## src/rtl/trace_emitter.sv

```systemverilog
// trace_emitter: queues control-flow event addresses in a circular FIFO and
// emits them as one-cycle trace_valid pulses, spaced by at least GAP idle
// cycles. Optional feature macro: TRACE_DEDUP_EN (drop an accepted event
// whose address repeats the previously accepted one).
module trace_emitter #(
  parameter int unsigned DEPTH = 8,
  parameter int unsigned GAP   = 0
) (
  input  logic                   clk,
  input  logic                   reset,
  input  logic [31:0]            evt_addr,
  input  logic                   evt_valid,
  output logic                   evt_ready,
  input  logic                   enable,
  input  logic                   flush,
  output logic [31:0]            trace,
  output logic                   trace_valid,
  output logic [$clog2(DEPTH):0] fifo_level
);

  localparam int unsigned AW       = $clog2(DEPTH);
  localparam int unsigned LW       = AW + 1;
  localparam int unsigned GW       = (GAP > 1) ? $clog2(GAP) : 1;
  localparam int unsigned GAP_LOAD = (GAP > 0) ? GAP - 1 : 0;

  typedef enum logic [1:0] {
    S_IDLE = 2'd0,
    S_SEND = 2'd1,
    S_GAP  = 2'd2
  } state_t;

  state_t          state_q, state_d;
  logic [AW-1:0]   wr_ptr_q, wr_ptr_d;
  logic [AW-1:0]   rd_ptr_q, rd_ptr_d;
  logic [LW-1:0]   level_q, level_d;
  logic [GW-1:0]   gap_q, gap_d;
  logic [31:0]     trace_q, trace_d;
  logic            valid_q, valid_d;
  logic            rdy_q, rdy_d;
  logic [31:0]     mem_q [DEPTH];

  logic            full;
  logic            empty;
  logic            accept;
  logic            push;
  logic            pop;
  logic            can_send;

  // Handshake: ready only out of reset, never while full or flushing
  always_comb begin
    full      = (level_q == LW'(DEPTH));
    empty     = (level_q == '0);
    evt_ready = rdy_q && !full && !flush;
    accept    = evt_valid && evt_ready;
    can_send  = enable && !empty;
  end

`ifdef TRACE_DEDUP_EN
  logic [31:0] last_addr_q, last_addr_d;
  logic        last_vld_q, last_vld_d;

  // Remember the last accepted address; forgotten on flush
  always_comb begin
    last_addr_d = last_addr_q;
    last_vld_d  = last_vld_q;
    push        = accept && !(last_vld_q && (last_addr_q == evt_addr));
    if (flush) begin
      last_vld_d = 1'b0;
    end else if (accept) begin
      last_addr_d = evt_addr;
      last_vld_d  = 1'b1;
    end
  end

  // Comparison register
  always_ff @(posedge clk or negedge reset) begin
    if (!reset) begin
      last_addr_q <= '0;
      last_vld_q  <= 1'b0;
    end else begin
      last_addr_q <= last_addr_d;
      last_vld_q  <= last_vld_d;
    end
  end
`else
  // Every accepted event is written
  always_comb begin
    push = accept;
  end
`endif

  // Emission FSM and FIFO bookkeeping. The GAP state's final cycle may launch
  // the next SEND directly so that pulses sit exactly GAP idle cycles apart.
  always_comb begin
    state_d  = state_q;
    gap_d    = gap_q;
    pop      = 1'b0;
    trace_d  = trace_q;
    valid_d  = 1'b0;
    rdy_d    = 1'b1;

    case (state_q)
      S_IDLE: begin
        if (can_send) begin
          state_d = S_SEND;
          pop     = 1'b1;
        end
      end
      S_SEND: begin
        if (GAP > 0) begin
          state_d = S_GAP;
          gap_d   = GW'(GAP_LOAD);
        end else if (can_send) begin
          state_d = S_SEND;
          pop     = 1'b1;
        end else begin
          state_d = S_IDLE;
        end
      end
      S_GAP: begin
        if (gap_q == '0) begin
          if (can_send) begin
            state_d = S_SEND;
            pop     = 1'b1;
          end else begin
            state_d = S_IDLE;
          end
        end else begin
          gap_d = gap_q - GW'(1);
        end
      end
      default: begin
        state_d = S_IDLE;
      end
    endcase

    if (pop) begin
      trace_d = mem_q[rd_ptr_q];
      valid_d = 1'b1;
    end

    wr_ptr_d = wr_ptr_q + AW'(push);
    rd_ptr_d = rd_ptr_q + AW'(pop);
    level_d  = level_q + LW'(push) - LW'(pop);

    // Flush wins over any same-cycle push or pop; trace keeps its last value
    if (flush) begin
      state_d  = S_IDLE;
      gap_d    = '0;
      wr_ptr_d = '0;
      rd_ptr_d = '0;
      level_d  = '0;
      valid_d  = 1'b0;
      trace_d  = trace_q;
    end
  end

  // Control and output registers
  always_ff @(posedge clk or negedge reset) begin
    if (!reset) begin
      state_q  <= S_IDLE;
      wr_ptr_q <= '0;
      rd_ptr_q <= '0;
      level_q  <= '0;
      gap_q    <= '0;
      trace_q  <= '0;
      valid_q  <= 1'b0;
      rdy_q    <= 1'b0;
    end else begin
      state_q  <= state_d;
      wr_ptr_q <= wr_ptr_d;
      rd_ptr_q <= rd_ptr_d;
      level_q  <= level_d;
      gap_q    <= gap_d;
      trace_q  <= trace_d;
      valid_q  <= valid_d;
      rdy_q    <= rdy_d;
    end
  end

  // FIFO storage; contents are don't-care until written
  always_ff @(posedge clk) begin
    if (push) begin
      mem_q[wr_ptr_q] <= evt_addr;
    end
  end

  // Registered outputs
  always_comb begin
    trace       = trace_q;
    trace_valid = valid_q;
    fifo_level  = level_q;
  end

endmodule

```

## config.mk

```make
export PLATFORM = sky130hd
export DESIGN_NAME = trace_emitter
export DESIGN_NICKNAME = d
export VERILOG_FILES = /design/src/rtl/trace_emitter.sv
export SDC_FILE = /design/constraint.sdc
export NUM_CORES = 1
export LEC_CHECK = 0
export ABC_AREA = 1
export ABC_CLOCK_PERIOD_IN_PS = 10400
export CAP_MARGIN = 30
export CORE_ASPECT_RATIO = 0.5
export CORE_UTILIZATION = 55
export CTS_BUF_LIST = sky130_fd_sc_hd__clkbuf_4 sky130_fd_sc_hd__clkbuf_8 sky130_fd_sc_hd__clkbuf_16
export CTS_CLUSTER_DIAMETER = 200
export DETAILED_ROUTE_END_ITERATION = 12
export DONT_BUFFER_PORTS = 1
export GPL_TIMING_DRIVEN = 0
export PLACE_DENSITY = 0.7
export SLEW_MARGIN = 0
export SYNTH_ARGS = -nofsm -noshare
export SYNTH_HDL_FRONTEND = slang
export SYNTH_SLANG_ARGS = --single-unit
```

## constraint.sdc

```tcl
create_clock -name clk -period 10.4 [get_ports clk]
set_input_delay 3.12 -clock clk [delete_from_list [all_inputs] [get_ports clk]]
set_output_delay 3.12 -clock clk [all_outputs]
set_load 0.05 [all_outputs]
```

==> run summary <==
The flow ran to the end, and the final reports show no timing, DRC or antenna violations. The floorplan step set the die width to between 200 and 250 microns. The total grt overflow is 0.

The critical path goes through buf_2 -> nor2_1. The clock transition at the registers of the reported paths came out at roughly 0.07 ns. The clock group share of total power is 0.278. For the pin with the worst max-slew slack, the measured transition is approximately 0.97 ns.

The area share of the largest cell type after synthesis came out at 0.607. The register cell area after layout is 8790 sq um. The cell internal power dissipation came out at 2140 uW. Setup repair after global routing left no endpoint under its margin. The buffer levels on the longest clock path is 3. The number of routed nets with antenna violations came out at 0. The mean instance size in the synthesized netlist is ~11 sq um. Together, buffers and inverters on the worst path number 1. Counting instances, the worst hold path has a depth of 1.

The region available for standard cell placement spans 22100 sq um. The via count of the first global-routing pass came out at 8446. The total area of multi-input combinational cells is 2770 sq um. The number of buffers added by the clock tree synthesis step came out at 26.

The data required time of the critical path came out at roughly 7.3 ns. The vertical extent of the die came out at roughly 110 microns. The number of library cell types mapped by synthesis is 22.

The worst-case vdd ir drop is about 0.15 mV. Setup violations remaining at the end of the flow were counted as 0. In the finished design, the share of the clock period the worst path needs comes to 0.691.

The proportion of power drawn by combinational gates came out at 0.225. The initial antenna violation count came out at 0. The type of the most critical hold path is reg -> reg.

The number of logic stages on the critical path including buffering came out at 2. Counting flops and latches in the post-synthesis netlist gives 300. The sum of negative setup slack is 0 ns.

STA classifies the critical path startpoint as a primary input. The worst max-slew margin expressed relative to the limit is 0.350. The category of the most critical setup path is in -> out. The total inserted antenna cells came out at 0. For the final database, setup skew stands at 0.0174 ns. The post-DP HPWL came out at approximately 20000 microns. The maximum number of pins on one net before global-route repair came out at 45. Among all stages on the critical path, the largest delay is contributed by sky130_fd_sc_hd__nor2_1. The gate family responsible for the most delay along the worst path is simple AND/OR/NAND/NOR gates. From synthesis to final layout, the design area changed by 12.5%. The area of the mapped netlist is between 10000 and 15000 sq um.

TritonCTS built the clock tree. Clock latency on the worst-skew pair, taken at its later pin, is roughly 0.53 ns. The post-CTS resize count came out at 0. The proportion of power drawn by flip-flops and latches is 0.497. For the worst flop-to-flop path, the logic depth is 9. The via count came out at 8471. The number of pins exceeding their max-slew limit in the final report is 0. The initial DRC count is about 740. The sequential element share of the synthesized area is 0.694. By area the synthesized netlist is led by sky130_fd_sc_hd__edfxtp_1 61%, sky130_fd_sc_hd__nand2_1 12%, sky130_fd_sc_hd__dfrtp_1 8.7%, sky130_fd_sc_hd__nand3_1 7.7%, sky130_fd_sc_hd__inv_1 6.2%. The number of max-capacitance violations reported is 0.

The arrival time of data at the critical path endpoint came out at 4.06 ns. Dividing the detail-routed via count by the number of cells gives 5.39. Hold timing on the final database bottoms out at a slack of about 0.54 ns. For this run, design rule violations remaining after detail routing come to 0. The global-route wire length before repair came out at about 47000 microns.

The starting density of the core is 0.573. The total die area came out at 23700 sq um. The cell count after synthesis came out at between 1000 and 1500. The number of sinks on the clock net came out at 300. The share of cells above drive strength 1 came out at 0.103. The largest incremental delay on the critical path is approximately 0.77 ns. The largest fanout on the critical path came out at 10. The routability congestion estimate came out at approximately 0.8. The placement row count came out at 38. The final layout contains routed wiring with a total length of 30400 microns. During synthesis, Yosys emitted a total of 0 warnings. The final-layout fill cell count came out at about 1700. The power density normalized to cell area came out at about 240 nW/um^2. The I/O pin count is 75. The final hold violation count came to 0.

The maximum level of the CTS H-tree is 1. sky130_fd_sc_hd__edfxtp_1 takes more of the synthesized area than any other cell. Leaving out fill and tap cells, the most frequent cells in the layout are 392 x sky130_fd_sc_hd__nand2_1, 256 x sky130_fd_sc_hd__edfxtp_1, 210 x sky130_fd_sc_hd__inv_1, 195 x sky130_fd_sc_hd__nand3_1, 44 x sky130_fd_sc_hd__dfrtp_1.

For this design the total switching power over the nets is between 1000 and 1500 uW. The total global-route track usage is 0.267. The worst setup path is captured at a primary output. In this run the clock root is driven by a sky130_fd_sc_hd__clkbuf_16. Leaving out fill and tap cells, the most frequent cell in the layout is sky130_fd_sc_hd__nand2_1. After clock tree synthesis, the flow added hold-fix buffers numbering 0.

After detailed routing, the average wire length per cell comes to slightly below 20 microns. The static leakage power came out at 0.00627 uW. Once the clock tree was built, the setup fixing pass inserted 0 buffers. The final critical path time including I/O delays and setup came out at 7.18 ns. The achievable frequency came out at between 100 and 150 MHz.

When the netlist entered floorplanning its net count stood at 1243. The final layout net count came out at roughly 1300. The fraction of power spent switching nets is 0.364. The first detailed-routing pass took 5 iterations. The count of buffers from port buffering came out at 0.
[state kept, by name, summed over array words and instances (netlist names)]
register / cells
mem_q: 256
trace: 32
fifo_level: 4
rd_ptr_q: 3
wr_ptr_q: 3
rdy_q: 1
trace_valid: 1
[layer usage]
metal  vias up  global-route usage  routed length [microns]
met1      4045               0.355                    12300
li1       3943                   -                        -
met4         0               0.107                      910
met2       413               0.440                    14300
met3        70              0.0515                     2920
met5         -                   0                        0
[synthesized netlist by cell type, drive strengths merged]
cell	instances
fa	1
xnor2	1
clkbuf	6
nor3	8
buf	49
a21oi	3
nor2	11
dfrtp	44
inv	214
nand3	195
o21ai	2
nand2	393
conb	1
and2	1
edfxtp	256
ha	10
[power by group through the flow]
stage	Clock [uW]	Combinational (uW)	Sequential [uW]
after floorplan	0	523	1690
after global placement	0	718	1700
after detailed placement	0	748	1700
after CTS	944	754	1680
after global routing	995	848	1690
final	937	759	1680
[cell type report]
class | count | area share
Tap cell | 300 | 0.0264
Multi-Input combinational cell | 626 | 0.195
Buffer | 55 | 0.0239
Clock inverter | 12 | 0.00492
Clock buffer | 36 | 0.0535
Timing Repair Buffer | 28 | 0.0232
Sequential cell | 300 | 0.617
Inverter | 214 | 0.0564
[kinds of logic (layout without fill, tap and decap cells)]
logic type | count (synthesis) | after routing | share of synthesized area
AO/OA/AOI/OAI | 5 | 5 | 0.00198
buffers and inverters | 269 | 345 | 0.0903
adder cells (fa/ha/maj) | 11 | 11 | 0.0115
XOR/XNOR | 1 | 1 | 0.000692
other | 1 | 1 | 0.000296
flip-flops | 300 | 300 | 0.694
AND/OR/NAND/NOR | 608 | 608 | 0.201
[through the flow]
stage	utilization	cell area [sq um]	power, uW	instances	worst slack (ns)
after floorplan	-	12700	2210	1195	3.27
after CTS	0.644	14200	3380	1571	3.22
after global routing	0.644	14200	3530	1571	3.19
after detailed placement	0.607	13400	2450	1523	3.22
after global placement	0.590	13000	2420	1495	1.13
final	0.644	14200	3370	1571	3.22
[worst paths after layout]
path | from | endpoint | slack, ns
worst max-delay path | flush | evt_ready | 3.22
min in group asynchronous | reset | trace[20] | 2.28
max in group asynchronous | reset | trace[0] | 8.02
worst min register to register | wr_ptr_q[2] | wr_ptr_q[2] | 0.54
worst max register to register | fifo_level[2] | mem_q[0][19] | 6.60
worst min-delay path | wr_ptr_q[2] | wr_ptr_q[2] | 0.54
(Power assumes the default switching activity.)
